### config.mk
export PLATFORM = sky130hd
export DESIGN_NAME = pi_spi_link
export DESIGN_NICKNAME = d
export VERILOG_FILES = /design/src/rtl/pi_spi_link_pkg.sv /design/src/rtl/pi_spi_link_chk.sv /design/src/rtl/spi_sync_shifter.sv /design/src/rtl/pi_spi_link.sv
export SDC_FILE = /design/constraint.sdc
export NUM_CORES = 1
export LEC_CHECK = 0
export CORE_UTILIZATION = 46
export CTS_BUF_LIST = sky130_fd_sc_hd__clkbuf_8
export CTS_CLUSTER_DIAMETER = 100
export CTS_CLUSTER_SIZE = 10
export DETAILED_ROUTE_END_ITERATION = 10
export PLACE_DENSITY_LB_ADDON = 0.12
export SYNTH_ARGS = -nofsm -noshare
export SYNTH_HDL_FRONTEND = slang
export SYNTH_SLANG_ARGS = --single-unit
### constraint.sdc
create_clock -name clk -period 3.1 [get_ports clk]
set_clock_uncertainty 0.1 [all_clocks]
set_input_delay 0.31 -clock clk [delete_from_list [all_inputs] [get_ports clk]]
set_output_delay 0.31 -clock clk [all_outputs]
set_load 0.01 [all_outputs]
### src/rtl/pi_spi_link_pkg.sv
// Shared PI definitions: bus bundle, command/address layout and address step helper.
package pi_spi_link_pkg;

    typedef struct packed {
        logic [31:0] addr;
        logic [7:0]  dato;
        logic        oe;
        logic        we;
        logic        act;
        logic        we_sync;
    } pi_bus_t;

    localparam int         PI_CMD_WR     = 7;
    localparam int         PI_ADDR_BYTES = 4;
    localparam logic [7:0] PI_TX_IDLE    = 8'h00;

    // Byte-address auto-increment; wraps naturally at 2^32.
    function automatic logic [31:0] pi_addr_next(input logic [31:0] addr);
        return addr + 32'd1;
    endfunction

endpackage

### src/rtl/pi_spi_link_chk.sv
// Protocol checks on the link: no dropped SPI bytes, never read and write at once.
module pi_spi_link_chk (
    input logic clk,
    input logic rst_n,
    input logic ovf,
    input logic oe,
    input logic we
);

    a_no_overflow: assert property (@(posedge clk) disable iff (!rst_n) !ovf);
    a_oe_we_excl:  assert property (@(posedge clk) disable iff (!rst_n) !(oe && we));

endmodule

### src/rtl/spi_sync_shifter.sv
// SPI mode-0 slave bit layer: input synchronisers, edge detection, RX/TX shifters.
module spi_sync_shifter #(
    parameter int SYNC_FF = 2
) (
    input  logic       clk,
    input  logic       rst_n,
    input  logic       spi_sck,
    input  logic       spi_ss,
    input  logic       spi_mosi,
    input  logic       tx_load,
    input  logic [7:0] tx_byte,
    output logic       spi_miso,
    output logic [7:0] rx_byte,
    output logic       rx_stb,
    output logic       ss_fall,
    output logic       ss_rise
);

    logic [SYNC_FF-1:0] sck_sync_r;
    logic [SYNC_FF-1:0] ss_sync_r;
    logic [SYNC_FF-1:0] mosi_sync_r;
    logic               sck_prev_r;
    logic               ss_prev_r;
    logic [2:0]         bit_cnt_r;
    logic [7:0]         rx_r;
    logic [7:0]         tx_r;
    logic               rx_stb_r;

    logic sck_s;
    logic ss_s;
    logic mosi_s;
    logic sck_rise_s;
    logic sck_fall_s;

    assign sck_s      = sck_sync_r[SYNC_FF-1];
    assign ss_s       = ss_sync_r[SYNC_FF-1];
    assign mosi_s     = mosi_sync_r[SYNC_FF-1];
    assign sck_rise_s = sck_s & ~sck_prev_r;
    assign sck_fall_s = ~sck_s & sck_prev_r;
    assign ss_fall    = ss_prev_r & ~ss_s;
    assign ss_rise    = ~ss_prev_r & ss_s;
    assign spi_miso   = tx_r[7];
    assign rx_byte    = rx_r;
    assign rx_stb     = rx_stb_r;

    // Synchroniser chains plus one delayed copy for edge detection (SS idles high).
    always_ff @(posedge clk or negedge rst_n) begin
        if (!rst_n) begin
            sck_sync_r  <= '0;
            ss_sync_r   <= '1;
            mosi_sync_r <= '0;
            sck_prev_r  <= 1'b0;
            ss_prev_r   <= 1'b1;
        end else begin
            sck_sync_r  <= {sck_sync_r[SYNC_FF-2:0], spi_sck};
            ss_sync_r   <= {ss_sync_r[SYNC_FF-2:0], spi_ss};
            mosi_sync_r <= {mosi_sync_r[SYNC_FF-2:0], spi_mosi};
            sck_prev_r  <= sck_s;
            ss_prev_r   <= ss_s;
        end
    end

    // RX shifter and bit counter; the counter is held clear while deselected so a partial byte is dropped.
    always_ff @(posedge clk or negedge rst_n) begin
        if (!rst_n) begin
            rx_r      <= 8'h00;
            bit_cnt_r <= 3'd0;
            rx_stb_r  <= 1'b0;
        end else begin
            rx_stb_r <= 1'b0;
            if (ss_s) begin
                bit_cnt_r <= 3'd0;
            end else if (sck_rise_s) begin
                rx_r      <= {rx_r[6:0], mosi_s};
                bit_cnt_r <= bit_cnt_r + 3'd1;
                if (bit_cnt_r == 3'd7) begin
                    rx_stb_r <= 1'b1;
                end
            end
        end
    end

    // TX shifter: the trailing falling edge of a byte (counter back at 0) must not shift, so a freshly loaded MSB stays on MISO.
    always_ff @(posedge clk or negedge rst_n) begin
        if (!rst_n) begin
            tx_r <= 8'h00;
        end else if (tx_load) begin
            tx_r <= tx_byte;
        end else if (!ss_s && sck_fall_s && (bit_cnt_r != 3'd0)) begin
            tx_r <= {tx_r[6:0], 1'b0};
        end
    end

endmodule

### src/rtl/pi_spi_link.sv
// SPI slave to PiBus bridge: command/address decode and auto-incrementing byte accesses.
module pi_spi_link
    import pi_spi_link_pkg::*;
#(
    parameter int ACC_CYC = 4,
    parameter int SYNC_FF = 2
) (
    input  logic       clk,
    input  logic       rst_n,
    input  logic       spi_sck,
    input  logic       spi_ss,
    input  logic       spi_mosi,
    output logic       spi_miso,
    output pi_bus_t    pi,
    input  logic [7:0] pi_dati,
    output logic       busy
);

    typedef enum logic [2:0] {
        ST_IDLE, ST_CMD, ST_ADDR, ST_WR, ST_RD_DUMMY, ST_RD, ST_ACC
    } state_t;

    localparam logic [3:0] ACC_LAST  = 4'(ACC_CYC);
    localparam logic [1:0] ADDR_LAST = 2'(PI_ADDR_BYTES - 1);

    state_t     state_r, state_s, ret_r, ret_s;
    logic       dir_wr_r, dir_wr_s;
    logic [1:0] byte_cnt_r, byte_cnt_s;
    logic [3:0] acc_cnt_r, acc_cnt_s;
    logic [7:0] rd_buf_r, rd_buf_s;
    logic       ss_end_r, ss_end_s;
    logic       restart_r, restart_s;
    logic       ovf_r, ovf_s;
    logic       busy_r;
    pi_bus_t    pi_r, pi_s;
    logic       launch_s;
    logic       tx_load_s;
    logic [7:0] tx_byte_s;
    logic [7:0] rx_byte_s;
    logic       rx_stb_s, ss_fall_s, ss_rise_s;

    spi_sync_shifter #(.SYNC_FF(SYNC_FF)) u_shifter (
        .clk      (clk),
        .rst_n    (rst_n),
        .spi_sck  (spi_sck),
        .spi_ss   (spi_ss),
        .spi_mosi (spi_mosi),
        .tx_load  (tx_load_s),
        .tx_byte  (tx_byte_s),
        .spi_miso (spi_miso),
        .rx_byte  (rx_byte_s),
        .rx_stb   (rx_stb_s),
        .ss_fall  (ss_fall_s),
        .ss_rise  (ss_rise_s)
    );

    pi_spi_link_chk u_chk (
        .clk   (clk),
        .rst_n (rst_n),
        .ovf   (ovf_r),
        .oe    (pi_r.oe),
        .we    (pi_r.we)
    );

    assign pi   = pi_r;
    assign busy = busy_r;

    // State and datapath registers; reset drops the bus cycle immediately.
    always_ff @(posedge clk or negedge rst_n) begin
        if (!rst_n) begin
            state_r    <= ST_IDLE;
            ret_r      <= ST_IDLE;
            dir_wr_r   <= 1'b0;
            byte_cnt_r <= 2'd0;
            acc_cnt_r  <= 4'd0;
            rd_buf_r   <= 8'h00;
            ss_end_r   <= 1'b0;
            restart_r  <= 1'b0;
            ovf_r      <= 1'b0;
            busy_r     <= 1'b0;
            pi_r       <= '0;
        end else begin
            state_r    <= state_s;
            ret_r      <= ret_s;
            dir_wr_r   <= dir_wr_s;
            byte_cnt_r <= byte_cnt_s;
            acc_cnt_r  <= acc_cnt_s;
            rd_buf_r   <= rd_buf_s;
            ss_end_r   <= ss_end_s;
            restart_r  <= restart_s;
            ovf_r      <= ovf_s;
            busy_r     <= (state_s != ST_IDLE);
            pi_r       <= pi_s;
        end
    end

    // Next-state and next-bus logic; SS edges always win over a byte strobe.
    always_comb begin
        state_s      = state_r;
        ret_s        = ret_r;
        dir_wr_s     = dir_wr_r;
        byte_cnt_s   = byte_cnt_r;
        acc_cnt_s    = acc_cnt_r;
        rd_buf_s     = rd_buf_r;
        ss_end_s     = ss_end_r;
        restart_s    = restart_r;
        ovf_s        = ovf_r;
        pi_s         = pi_r;
        pi_s.act     = 1'b0;
        pi_s.we_sync = 1'b0;
        tx_load_s    = 1'b0;
        tx_byte_s    = PI_TX_IDLE;
        launch_s     = 1'b0;
        case (state_r)
            ST_IDLE: begin
                ovf_s     = 1'b0;
                ss_end_s  = 1'b0;
                restart_s = 1'b0;
                if (ss_fall_s) begin
                    state_s    = ST_CMD;
                    byte_cnt_s = 2'd0;
                    tx_load_s  = 1'b1;
                end else begin
                    state_s = ST_IDLE;
                end
            end
            ST_CMD, ST_ADDR, ST_WR, ST_RD_DUMMY, ST_RD: begin
                if (ss_rise_s) begin
                    state_s   = ST_IDLE;
                    tx_load_s = 1'b1;
                end else if (ss_fall_s) begin
                    state_s    = ST_CMD;
                    byte_cnt_s = 2'd0;
                    tx_load_s  = 1'b1;
                end else if (rx_stb_s) begin
                    case (state_r)
                        ST_CMD: begin
                            dir_wr_s   = rx_byte_s[PI_CMD_WR];
                            byte_cnt_s = 2'd0;
                            state_s    = ST_ADDR;
                        end
                        ST_ADDR: begin
                            pi_s.addr  = {pi_r.addr[23:0], rx_byte_s};
                            byte_cnt_s = byte_cnt_r + 2'd1;
                            if (byte_cnt_r != ADDR_LAST) begin
                                state_s = ST_ADDR;
                            end else if (dir_wr_r) begin
                                state_s = ST_WR;
                            end else begin
                                launch_s = 1'b1;
                                ret_s    = ST_RD_DUMMY;
                            end
                        end
                        ST_WR: begin
                            pi_s.dato = rx_byte_s;
                            launch_s  = 1'b1;
                            ret_s     = ST_WR;
                        end
                        ST_RD_DUMMY, ST_RD: begin
                            tx_load_s = 1'b1;
                            tx_byte_s = rd_buf_r;
                            launch_s  = 1'b1;
                            ret_s     = ST_RD;
                        end
                        default: begin
                            state_s = ST_IDLE;
                        end
                    endcase
                end else begin
                    state_s = state_r;
                end
            end
            ST_ACC: begin
                // SS activity is remembered; the latest edge decides where we go once the cycle ends.
                ss_end_s  = (ss_end_r | ss_rise_s) & ~ss_fall_s;
                restart_s = (restart_r & ~ss_rise_s) | ss_fall_s;
                ovf_s     = ovf_r | rx_stb_s;
                if (acc_cnt_r == ACC_LAST) begin
                    pi_s.oe   = 1'b0;
                    pi_s.we   = 1'b0;
                    pi_s.addr = pi_addr_next(pi_r.addr);
                    rd_buf_s  = pi_r.oe ? pi_dati : rd_buf_r;
                    if (restart_s) begin
                        state_s    = ST_CMD;
                        byte_cnt_s = 2'd0;
                        tx_load_s  = 1'b1;
                    end else if (ss_end_s) begin
                        state_s   = ST_IDLE;
                        tx_load_s = 1'b1;
                    end else begin
                        state_s = ret_r;
                    end
                    ss_end_s  = 1'b0;
                    restart_s = 1'b0;
                end else begin
                    acc_cnt_s    = acc_cnt_r + 4'd1;
                    pi_s.we_sync = pi_r.we & (acc_cnt_r == (ACC_LAST - 4'd1));
                end
            end
            default: begin
                state_s = ST_IDLE;
            end
        endcase
        // Launching an access: act for one cycle, strobe held until ACC_LAST.
        state_s   = launch_s ? ST_ACC : state_s;
        acc_cnt_s = launch_s ? 4'd1 : acc_cnt_s;
        pi_s.act  = launch_s;
        pi_s.oe   = pi_s.oe | (launch_s & ~dir_wr_r);
        pi_s.we   = pi_s.we | (launch_s & dir_wr_r);
    end

endmodule

; ---- Word level (Yosys, flattened, before mapping)
; Index checks and enable logic that the tools add are counted.
[op_classes]
n_addsub = 4
n_eq_ne = 22
n_mux = 69
n_bitwise = 20
reduce_logical = 24
[op_table]
columns = cell, n
row1 = $mux W40, 3
row2 = $mux W32, 2
row3 = $mux W8, 8
row4 = $pmux W32 S2, 1
row5 = $mux W3, 13
row6 = $add A32 B1 Y32 const B, 1
row7 = $pmux W3 S3, 3
row8 = $mux W1, 22
row9 = $ne A2 B2 Y1 const B, 10
row10 = $mux W2, 8
row11 = $reduce_and A7 Y1, 2
row12 = $eq A3 B3 Y1 const B, 4
row13 = $mux W4, 3
row14 = $reduce_bool A3 Y1, 4
row15 = $reduce_and A5 Y1, 2
row16 = $reduce_bool A2 Y1, 5
row17 = $and A1 B1 Y1, 9
row18 = $not A1 Y1, 7
row19 = $eq A3 B2 Y1 const B, 2
row20 = $pmux W1 S2, 3
row21 = $pmux W2 S3, 1
row22 = $reduce_and A6 Y1, 1
row23 = $reduce_or A5 Y1, 1
row24 = $add A4 B1 Y4 const B, 1
row25 = other kinds (18), 23
[word_totals]
register_bits = 96
out_inout_bits = 46
word_cells = 163

; ---- Depth between registers and ports, before layout
[logic_depth]
depth_word = 10
depth_mapped = 10
mapped_depth_nobuf = 7

; ---- Modules after synthesis
; Synthesis repeated with hierarchy kept, for this count alone.
[hier_totals]
hier_cells = 514
area_unflattened_um2 = 5009.8
[modules_own_cells]
columns = mod, n_inst, cells_per_inst, area_per_inst_um2
row1 = pi_spi_link, 1, 420, 3862.5
row2 = spi_sync_shifter, 1, 94, 1147.4

; ---- Worst setup path before layout
; Ideal clock, no wire load.
[synth_path]
path_type = flip-flop to flip-flop
start = reg u_shifter.ss_sync_r[1]
end = reg busy_r (netlist: busy)
setup_ns = 0.131
arrival_time_ns = 2.295
setup_slack_ns = 0.573
stages_incl_launch_ff = 10
path_buffers = 2
period_less_slack_ns = 2.527
path_cell_list = dfstp_2 -> inv_1 -> ha_1 -> clkbuf_2 -> or3b_1 -> buf_6 -> a311oi_4 -> or4_1 -> o21ai_2 -> or3_1
[synth_lines]
columns = item, line_no
row1 = start: declaration, spi_sync_shifter.sv:20  ; logic [SYNC_FF-1:0] ss_sync_r;
row2 = start signal: assignment, spi_sync_shifter.sv:56  ; ss_sync_r <= {ss_sync_r[SYNC_FF-2:0], spi_ss};
row3 = $not A1 Y1, spi_sync_shifter.sv:40  ; assign ss_fall = ss_prev_r & ~ss_s;
row4 = $and A1 B1 Y1, spi_sync_shifter.sv:40
row5 = $mux W1, pi_spi_link.sv:131  ; end else if (ss_fall_s) begin
row6 = $mux W1 *, pi_spi_link.sv:128  ; if (ss_rise_s) begin
row7 = $mux W1 *, pi_spi_link.sv:114  ; case (state_r)
row8 = named net launch_s, pi_spi_link.sv:36  ; logic launch_s;
row9 = $mux W3 *, pi_spi_link.sv:205  ; state_s = launch_s ? ST_ACC : state_s;
row10 = named net state_s[0], pi_spi_link.sv:26  ; state_t state_r, state_s, ret_r, ret_s;
row11 = $reduce_bool A3 Y1 *, pi_spi_link.sv:92  ; busy_r <= (state_s != ST_IDLE);
row12 = end signal: assignment, pi_spi_link.sv:92
row13 = end: declaration, pi_spi_link.sv:34  ; logic busy_r;
; Mark *: on every way through the listed nets, which the timed path passes. The rest lies on a longest branch.
; A chain may end at the register's enable or synchronous reset.

; ---- Final worst setup path
[layout_path]
start = reg u_shifter.ss_sync_r[1]
end = reg pi_r, in the netlist pi[33]
[layout_via]
elab_chain_cells = 4
[layout_lines]
columns = item, line_no
row1 = $not A1 Y1, spi_sync_shifter.sv:40
row2 = $and A1 B1 Y1, spi_sync_shifter.sv:40
row3 = $ne A2 B2 Y1 (no source line), n/a
row4 = $reduce_and A6 Y1 (no source line) *, n/a
row5 = end signal: assignment, pi_spi_link.sv:93  ; pi_r <= pi_s;
row6 = end: declaration, pi_spi_link.sv:35  ; pi_bus_t pi_r, pi_s;
; Every way passes the cells marked *; elsewhere a longest branch is shown, timed or not.

==> out/results.md <==
| Quantity | Reported | Unit |
| --- | --- | --- |
| Overall power after layout | 2.34 | mW |
| Hold Vio Cnt, Final | 0 | - |
| Number of violations of the max-capacitance limit | 0 | - |
| First-pass DRT Iterations | 5 | - |
| Total Neg Setup Slack | 0 | ns |
| Resized Gates After CTS | 0 | - |
| Clock latency reported for the late side of the worst-skew pair | 0.37 | ns |
| Final number of setup-violating endpoints | 0 | - |
| Total of buffers placed on input and output ports | 58 | - |
| Share of flip-flops with an asynchronous set or reset after synthesis | 100 | % |
| Worst path required time | 3.28 | ns |
| Share of the core filled with cells | 56.8 | % |
| Launch instance of the worst register-to-register path | u_shifter.ss_sync_r[1] | - |
| DRC violation count after routing | 0 | - |
| Global-route wire length before repair | 19800 | µm |
| Min Hold Slack | 0.0321 | ns |
| FP Rows | 37 | - |
| Final period utilization | 86.1 | % |
| Via count normalized by instance count | 5.85 | - |
| Vias in the first global route | 3940 | - |
| Setup fix buffers added after clock tree synthesis | 0 | - |
| Measured slew at the worst slew-check pin | 1.07 | ns |
| CTS Root Cell | clkbuf_8 | - |
| Peak supply drop | 0.000237 | V |
| Finished Cell Area | 5890 | µm² |
| Unrepaired setup endpoints after global routing | no | - |
| Worst setup EP type | flop | - |
| Largest stage delay on the critical path | 0.77 | ns |
| Number of instances in the synthesized netlist | 509 | - |
| Static Leakage | 2.53 | nW |
| Setup slack of the most critical reg-to-reg path | 0.43 | ns |
| Total wire length after detailed routing | 11700 | µm |
| Total routing resource utilization after global routing | 22.2 | % |
| Type of the most critical hold path | input pin to async pin | - |
| Final-report max-slew violation count | 0 | - |
| Largest fanout on the critical path | 17 | - |
| Top cell by count, worst path | nor2_1 | - |
| Fraction of the mapped netlist area in compound gates | 16.8 | % |
| Adder-cell share of the synthesized area | 2.53 | % |
| Critical path launch point | u_shifter.ss_sync_r[1] | - |
| Register area share after synthesis | 48.7 | % |
| DR vias | 4145 | - |
| Die boundary height | 106 | µm |
| Pre-CTS WS | 0.431 | ns |
| Main combinational cell family by area after synthesis | simple AND/OR/NAND/NOR gates | - |
| Commonest register cell after synthesis | dfrtp_1 | - |
| Outcome | finished, final reports clean | - |
| Final worst setup slack | 0.430 | ns |
| Crit path launch type | flop | - |
| TritonCTS clock tree | done | - |
| Count of distinct cell types in the synthesized netlist | 59 | - |
| Highest achievable clock rate | 0.374 | GHz |
| Global route total overflow | 0 | - |
| Data arrival at the endpoint of the critical path | 2.85 | ns |
| Area share of xor/xnor cells in the synthesized design | 0.709 | % |
| Cell Area, Synth | 4940 | µm² |
| Nets | 591 | - |
| Placed cell count | 693 | - |
| H-tree level count | 3 | - |
| Path length in cells of the critical path | 7 | - |
| Placed inst area | 5700 | µm² |
| Share of synthesized cell area in and, or, nand and nor gates | 19.8 | % |
| Power density over the cells | 396 | nW/µm² |
| Setup CP Type | flop to flop | - |
| Multiplexer area fraction after synthesis | 8.17 | % |
| Die width | 106 | µm |
| Detailed Place HPWL | 7890 | µm |
| Number of top-level design ports | 59 | - |
| Post-synth EDFFs | 0 | - |
| Fraction of layout instances using a drive strength above 1 | 12.2 | % |
| Clock period minus worst slack | 2.67 | ns |
| Number of standard cells in the layout, taps in and fillers out | 709 | - |
| Deepest clock path buffer count | 2 | - |
| Remaining antenna violation count after routing | 0 | - |
| Average wire per cell in the routed design | 16.5 | µm |
| Crit path cell chain | ha_1 -> or3_1 -> nor2_1 -> nor2_1 -> buf_4 -> nor3_1 -> a211oi_1 | - |
| Routability congestion estimate from global placement | 0.845 | - |
| Count of routing violations after the opening detailed-route iteration | 301 | - |
| Full die area | 11200 | µm² |
| Antenna violations before repair | 0 | - |
| Starting density of the core | 47.7 | % |
| Cell family with most CP delay | simple AND/OR/NAND/NOR gates | - |
| Worst-path clk slew | 0.11 | ns |
| Number of antenna diodes | 0 | - |
| Yosys warning total | 0 | - |
| Number of buffers and inverters on the critical path | 1 | - |
| Clock buffers created by TritonCTS | 9 | - |
| Count of clock tree sinks | 96 | - |
| CTS Hold Buffers Added | 0 | - |
| Maximum number of pins on one net before global-route repair | 85 | - |
| Number of cells traversed by the worst register-to-register path | 7 | - |
| Rel. slew slack | 28.7 | % |
| Placeable core region | 10400 | µm² |
| Synth Net Count | 532 | - |
| Syn avg cell area | 9.71 | µm² |
| Slowest CP cell | nor2_1 | - |
| #FFs+latches synth | 96 | - |
| Signed area change from the synthesized netlist to the final layout | 19.2 | % |
per-layer routing:
layer / up-vias / GRT usage, % / wire length, µm
met4: 0 / 7.04 / 138
met1: 2025 / 30.8 / 5500
met3: 12 / 4.39 / 622
met5: - / 0 / 0
met2: 131 / 34.7 / 5440
li1: 1977 / - / -
state kept, by name, indices dropped and copies added (netlist names), 3 cells and up:
register             flops
state_r                  3
u_shifter.rx_byte        8
u_shifter.bit_cnt_r      3
pi                      44
u_shifter.tx_r           8
acc_cnt_r                4
rd_buf_r                 8
ret_r                    3
worst reg2reg max path, stage by stage, from the launching register on:
cell and delay [ns]:
dfstp_2 0.63, ha_1 0.19, or3_1 0.19, nor2_1 0.08, nor2_1 0.77, buf_4 0.33
nor3_1 0.07, a211oi_1 0.23
synth_stat cells (2+ instances only):
library cell / n / share of area (%)
a211oi_1: 3 / 0.46
a21oi_1: 32 / 3.2
a22o_1: 6 / 1.1
a22oi_1: 9 / 1.4
a2bb2oi_1: 2 / 0.35
a31oi_1: 6 / 0.76
a32oi_1: 3 / 0.53
and2_1: 3 / 0.38
and3_1: 8 / 1.0
and3b_1: 2 / 0.35
buf_2: 3 / 0.30
clkbuf_1: 19 / 1.4
dfrtp_1: 93 / 47
dfstp_2: 3 / 1.6
ha_1: 10 / 2.5
inv_1: 14 / 1.1
mux2_2: 27 / 6.1
mux2i_1: 10 / 2.0
nand2_1: 59 / 4.5
nand2b_1: 7 / 0.89
nand3_1: 21 / 2.1
nand3b_1: 3 / 0.46
nand4_1: 11 / 1.4
nand4b_1: 2 / 0.35
nor2_1: 35 / 2.7
nor2b_1: 6 / 0.76
nor3_1: 14 / 1.4
nor3b_1: 2 / 0.30
nor4_1: 5 / 0.63
nor4_2: 2 / 0.51
o211ai_1: 7 / 1.1
o21ai_0: 40 / 4.0
o22ai_1: 3 / 0.38
o31a_1: 3 / 0.53
o31ai_1: 3 / 0.46
or2_2: 2 / 0.25
or3_1: 4 / 0.51
or4_1: 4 / 0.61
xnor2_1: 2 / 0.35
xor2_1: 2 / 0.35
power breakdown:
part	switching, mW	leakage, nW	total, mW	internal, mW
clock	0.507	0.102	0.826	0.319
combinational	0.0684	1.15	0.143	0.0747
sequential	0.0568	1.29	1.37	1.31
total	0.632	2.53	2.34	1.70
cells by family (layout without fill, tap and decap cells):
logic type	count (synthesis)	after routing
buf+inv	39	103
compound gates	129	129
simple gates	194	194
mux	37	37
fa+ha+maj	10	10
flops	96	96
xor+xnor	4	4
area by class of cell:
| type | instances | area (µm²) |
|---|---|---|
| clock buffer | 9 | 124 |
| inverter | 14 | 52.6 |
| tap | 136 | 170 |
| fill | 949 | 4480 |
| sequential | 96 | 2410 |
| multi-input combinational | 374 | 2380 |
| clock inverter | 7 | 72.6 |
| timing repair buffer | 73 | 691 |
worst paths after layout:
path                                                  to
worst max-delay path                              pi[33]
min in group clk                  u_shifter.ss_sync_r[0]
worst min register to register  u_shifter.mosi_sync_r[1]
worst max register to register                    pi[33]
max in group asynchronous           u_shifter.sck_prev_r
worst min-delay path                              pi[37]
cell usage in the layout, fill, tap and decap left out, drive strengths merged, types with 4 or more instances in the layout:
| cell type | instances |
|---|---|
| nand2 | 59 |
| nor3 | 14 |
| ha | 10 |
| nand4 | 11 |
| or3 | 4 |
| o22ai | 4 |
| a22oi | 9 |
| mux2 | 27 |
| inv | 18 |
| nand2b | 7 |
| o211ai | 7 |
| dfrtp | 93 |
| mux2i | 10 |
| a31oi | 6 |
| nor2b | 6 |
| nor2 | 35 |
| nor4 | 7 |
| and3 | 8 |
| clkbuf | 9 |
| o21ai | 41 |
| buf | 16 |
| or4 | 4 |
| clkdlybuf4s50 | 57 |
| nand3 | 22 |
| a21oi | 32 |
| a22o | 6 |
No activity file was read; power rests on OpenSTA's default activity.
